**src/rtl/r2s_frame_tracker.sv**
```systemverilog
`default_nettype none
// ============================================================================
// Module   : r2s_frame_tracker
// Purpose  : Tracks DCD row/frame timing from row2sync and frame-sync strobes;
//            counts rows, measures row2sync period, flags sticky errors and
//            pulses ROW_MATCH at a selected row. Optional period bound check
//            is enabled by defining R2S_PERIOD_CHECK_EN.
// Revision : 1.0 - initial release
// ============================================================================
module r2s_frame_tracker #(
  parameter int ROW_WIDTH     = 10,
  parameter int PERIOD_WIDTH  = 16,
  parameter int EXPECTED_ROWS = 192,
  parameter int TIMEOUT       = 4096
) (
  input  logic                    CLK,
  input  logic                    RST_N,
  input  logic                    R2S_STROBE,
  input  logic                    FSYNC_STROBE,
  input  logic [ROW_WIDTH-1:0]    ROW_SEL,
  input  logic [PERIOD_WIDTH-1:0] PERIOD_MIN,
  input  logic [PERIOD_WIDTH-1:0] PERIOD_MAX,
  input  logic                    CLEAR_ERR,
  output logic                    SYNCED,
  output logic [ROW_WIDTH-1:0]    ROW_CNT,
  output logic [ROW_WIDTH-1:0]    ROWS_LAST,
  output logic [15:0]             FRAME_CNT,
  output logic [PERIOD_WIDTH-1:0] R2S_PERIOD,
  output logic                    ROW_MATCH,
  output logic                    ROW_ERR,
  output logic                    PERIOD_ERR,
  output logic                    LOST_ERR
);

  localparam logic [ROW_WIDTH-1:0]    c_rows_expected = ROW_WIDTH'(EXPECTED_ROWS);
  localparam logic [PERIOD_WIDTH-1:0] c_timeout_last  = PERIOD_WIDTH'(TIMEOUT - 1);

  typedef enum logic [0:0] {
    ST_IDLE = 1'b0,
    ST_RUN  = 1'b1
  } state_t;

  state_t                  r_state;
  logic [ROW_WIDTH-1:0]    r_row_cnt;
  logic [ROW_WIDTH-1:0]    r_rows_last;
  logic [15:0]             r_frame_cnt;
  logic [PERIOD_WIDTH-1:0] r_period;
  logic [PERIOD_WIDTH-1:0] r_period_cnt;
  logic [PERIOD_WIDTH-1:0] r_idle_cnt;
  logic                    r_row_match;
  logic                    r_row_err;
  logic                    r_lost_err;
  logic                    r_r2s_seen;

  logic                    w_run;
  logic                    w_strobe;
  logic                    w_timeout;
  logic                    w_period_upd;
  logic [ROW_WIDTH-1:0]    w_row_base;

  always_comb begin
    w_run        = (r_state == ST_RUN);
    w_strobe     = R2S_STROBE | FSYNC_STROBE;
    // A strobe in the expiry cycle keeps the link alive.
    w_timeout    = w_run & ~w_strobe & (r_idle_cnt == c_timeout_last);
    w_period_upd = w_run & R2S_STROBE & r_r2s_seen;
    // A coincident frame-sync starts the new frame before the row is counted.
    w_row_base   = FSYNC_STROBE ? '0 : r_row_cnt;
  end

  always_ff @(posedge CLK or negedge RST_N) begin
    if (!RST_N) begin
      r_state      <= ST_IDLE;
      r_row_cnt    <= '0;
      r_rows_last  <= '0;
      r_frame_cnt  <= '0;
      r_period     <= '0;
      r_period_cnt <= '0;
      r_idle_cnt   <= '0;
      r_row_match  <= 1'b0;
      r_row_err    <= 1'b0;
      r_lost_err   <= 1'b0;
      r_r2s_seen   <= 1'b0;
    end else begin
      r_row_match <= 1'b0;
      if (CLEAR_ERR) begin
        r_row_err  <= 1'b0;
        r_lost_err <= 1'b0;
      end
      case (r_state)
        ST_IDLE: begin
          r_idle_cnt   <= '0;
          r_period_cnt <= '0;
          if (FSYNC_STROBE) begin
            r_state    <= ST_RUN;
            r_row_cnt  <= '0;
            r_r2s_seen <= 1'b0;
          end
        end
        ST_RUN: begin
          if (w_timeout) begin
            r_state      <= ST_IDLE;
            r_row_cnt    <= '0;
            r_lost_err   <= 1'b1;
            r_idle_cnt   <= '0;
            r_period_cnt <= '0;
          end else begin
            if (w_strobe)
              r_idle_cnt <= '0;
            else if (r_idle_cnt != '1)
              r_idle_cnt <= r_idle_cnt + 1'b1;

            if (FSYNC_STROBE) begin
              r_rows_last <= r_row_cnt;
              r_frame_cnt <= r_frame_cnt + 16'd1;
              if (r_row_cnt != c_rows_expected)
                r_row_err <= 1'b1;
            end

            if (R2S_STROBE) begin
              r_row_cnt    <= (w_row_base == '1) ? w_row_base : w_row_base + 1'b1;
              r_row_match  <= (w_row_base == ROW_SEL);
              r_period_cnt <= PERIOD_WIDTH'(1);
              r_r2s_seen   <= 1'b1;
              if (w_period_upd)
                r_period <= r_period_cnt;
            end else begin
              r_row_cnt <= w_row_base;
              if (r_period_cnt != '1)
                r_period_cnt <= r_period_cnt + 1'b1;
            end
          end
        end
      endcase
    end
  end

`ifdef R2S_PERIOD_CHECK_EN
  logic r_period_err;

  always_ff @(posedge CLK or negedge RST_N) begin
    if (!RST_N)
      r_period_err <= 1'b0;
    else if (w_period_upd && ((r_period_cnt < PERIOD_MIN) || (r_period_cnt > PERIOD_MAX)))
      r_period_err <= 1'b1;
    else if (CLEAR_ERR)
      r_period_err <= 1'b0;
  end

  assign PERIOD_ERR = r_period_err;
`else
  logic w_unused;
  assign w_unused   = ^{PERIOD_MIN, PERIOD_MAX};
  assign PERIOD_ERR = 1'b0;
`endif

  assign SYNCED     = (r_state == ST_RUN);
  assign ROW_CNT    = r_row_cnt;
  assign ROWS_LAST  = r_rows_last;
  assign FRAME_CNT  = r_frame_cnt;
  assign R2S_PERIOD = r_period;
  assign ROW_MATCH  = r_row_match;
  assign ROW_ERR    = r_row_err;
  assign LOST_ERR   = r_lost_err;

endmodule
`default_nettype wire
```
**config.mk**
```make
export PLATFORM = sky130hd
export DESIGN_NAME = r2s_frame_tracker
export DESIGN_NICKNAME = d
export VERILOG_FILES = /design/src/rtl/r2s_frame_tracker.sv
export SDC_FILE = /design/constraint.sdc
export NUM_CORES = 1
export LEC_CHECK = 0
export ABC_AREA = 1
export CAP_MARGIN = 20
export CORE_ASPECT_RATIO = 1.5
export CORE_MARGIN = 10
export CORE_UTILIZATION = 30
export DETAILED_ROUTE_END_ITERATION = 8
export PLACE_DENSITY = 0.56
export RECOVER_POWER = 50
export SLEW_MARGIN = 20
export SYNTH_ARGS = -nofsm -noshare
export SYNTH_HDL_FRONTEND = slang
export SYNTH_SLANG_ARGS = --single-unit
```
**constraint.sdc**
```tcl
create_clock -name CLK -period 2.9 [get_ports CLK]
set_input_delay 0.58 -clock CLK [delete_from_list [all_inputs] [get_ports CLK]]
set_output_delay 0.58 -clock CLK [all_outputs]
set_load 0.05 [all_outputs]
```
==> reports/qor.csv <==
metric,value,unit
dp_cells,905,
cp_num_buf_inv,3,
drt-total-wl,13.1,mm
synth_area,4830,µm²
placement.io_buffers,70,
hold_buffers,0,
layout-drive-gt1-share,6.42,%
finalSetupViolations,0,
cts_resized,0,
max_freq,412,MHz
pin_count,104,
hold_path.class,in -> async,
drtIter0Drc,299,
cts.sinks,89,
dp_hpwl,9.98,mm
rows,56,
clock_skew,6.95,ps
p_leak,0.00283,µW
synth_warnings,0,
start_util,30.7,%
grt_pass1_vias,4538,
worstSetupEndpointType,register,
postLayoutCoreUtil,38.5,%
die_h,175,µm
peakVddDrop,300,µV
fin_tns_setup,0,ps
synth_nets,686,
synth_top_area_share,46.1,%
htreeDepth,3,
crit_slowest_cell,clkbuf_1,
maxSlewViolCount,0,
worstPathRequired,3120,ps
synth-async-reset-ratio,100,%
first_pass_iters,5,
synth_cell_types,35,
critPathArrivalTime,2650,ps
final_area,6080,µm²
synthFlopType,dfrtp_1,
rsz0062_at_grt,false,
cts_setup_buffers,0,
cp_max_fo,26,
crit_family,buffers and inverters,
grt_pass1_wl,22.3,mm
coreArea,15800,µm²
worstMarginPinSlew,987,ps
drc,0,
synth_edf_count,0,
drv_cap,0,
yosysSeqAreaShare,46.1,%
dieArea,21700,µm²
synth_top_cell_by_area,dfrtp_1,
finalNonFillerCells,920,
area_growth,25.7,%
cts_made_buffers,9,
place.gp.congestion,0.895,
cp_cell_sequence,"dlygate4sd3_1, clkbuf_1, nand3_1, buf_4, mux2_2",
period_needed,2430,ps
max-clock-path-buffers,2,
antenna_found_initial,0,
wl_per_cell,14.2,µm
grt_max_degree,40,
criticalPathCategory,in -> reg,
viasPerCell,4.82,
clk_latency,340,ps
synthCells,636,
vias,4433,
ant_nets,0,
slew-limit-headroom,34.2,%
critical-path-max-stage-delay,760,ps
root_buffer,clkbuf_16,
setup_ws,470,ps
syn_avg_cell_area,7.60,µm²
die_w,124,µm
min_period_over_period,83.8,%
path_clk_slew,60,ps
pwr_density_cell,556,nW/µm²
cts_tree,yes,
grt_util_all_layers,12.7,%
critPathLaunchType,input pin,
fillers,1619,
diodes,0,
hold_viol,0,
synth-seq-cells,89,
grt-ovfl-total,0,
status,finished clean,
dp_slack,463,ps
synth_top_cells_by_area,"dfrtp_1, nand2_1, nand3_1",
final_nets,763,
placed_area,5810,µm²
## cells in the final DEF, fill, tap and decap left out, types with 6 or more instances in the layout
cell / count
nand2_1: 169
dfrtp_1: 89
nand3_1: 77
inv_1: 73
clkdlybuf4s50_1: 68
nor2_1: 65
o21ai_0: 45
nor3_1: 21
xor2_1: 19
nand4_1: 13
clkbuf_16: 9
buf_4: 8
xnor2_1: 7
mux2_2: 6
## metal layers
metal / global-route usage (%) / wire length (µm)
met2: 21.2 / 6530
met5: 0 / 0
met4: 6.23 / 321
met3: 3.15 / 826
met1: 14.6 / 5420
## cells by family after synthesis
kind of cell,share of synthesized area (%)
xor+xnor,4.71
other cells,0.0776
fa+ha+maj,0.777
mux,1.40
compound gates,5.41
simple gates,34.0
flops,46.1
buf+inv,7.48
## through the flow
| step | hold slack, ps | power, µW |
|---|---|---|
| 2_1_floorplan | 284 | 1940 |
| 3_3_place_gp | 472 | 2250 |
| 3_5_place_dp | 472 | 2260 |
| 4_1_cts | 236 | 3440 |
| 5_1_grt | 254 | 3560 |
| 6_report | 225 | 3380 |
## Yosys cell counts, types with 6 or more instances
master and number:
nor3_1 21, nand4_1 13, nor2_1 63, xor2_1 19, mux2_2 6, inv_1 73
o21ai_0 45, xnor2_1 7, nand2_1 169, clkbuf_1 10, dfrtp_1 89, nand3_1 77
## sequential cells by signal, summed over array words and instances, names as in the netlist
register      cells
R2S_PERIOD       16
ROW_CNT          10
SYNCED            1
r_r2s_seen        1
ROWS_LAST        10
ROW_ERR           1
LOST_ERR          1
r_idle_cnt       16
r_period_cnt     16
FRAME_CNT        16
ROW_MATCH         1
## final cells by class
| cell class | instances | area [µm²] | share of cell area, % |
|---|---|---|---|
| Inverter | 75 | 282 | 4.63 |
| Clock inverter | 3 | 40.0 | 0.659 |
| Timing Repair Buffer | 82 | 786 | 12.9 |
| Sequential cell | 89 | 2230 | 36.7 |
| Multi-Input combinational cell | 456 | 2230 | 36.7 |
| Clock buffer | 12 | 256 | 4.22 |
| Tap cell | 203 | 254 | 4.18 |
## power breakdown
group / switching, µW / internal, µW
logic: 522 / 251
clock network: 459 / 707
registers: 111 / 1330
## path summary, 6_finish.rpt
check / start / end / slack [ps] / cells after the start
setup / recovery: R2S_STROBE / R2S_PERIOD[1]$_DFFE_PN0P_ / 470 / 5
hold / removal: RST_N / r_idle_cnt[4]$_DFFE_PN0P_ / 230 / 1
setup reg to reg: SYNCED$_DFF_PN0_ / ROW_ERR$_DFF_PN0_ / 670 / 6
hold reg to reg: R2S_PERIOD[13]$_DFFE_PN0P_ / R2S_PERIOD[13]$_DFFE_PN0P_ / 480 / 2
max in group asynchronous: RST_N / ROWS_LAST[4]$_DFFE_PN0P_ / 1550 / 2
min in group CLK: R2S_PERIOD[13]$_DFFE_PN0P_ / R2S_PERIOD[13]$_DFFE_PN0P_ / 480 / 2
Note: power is estimated with default switching activity, not from simulation.
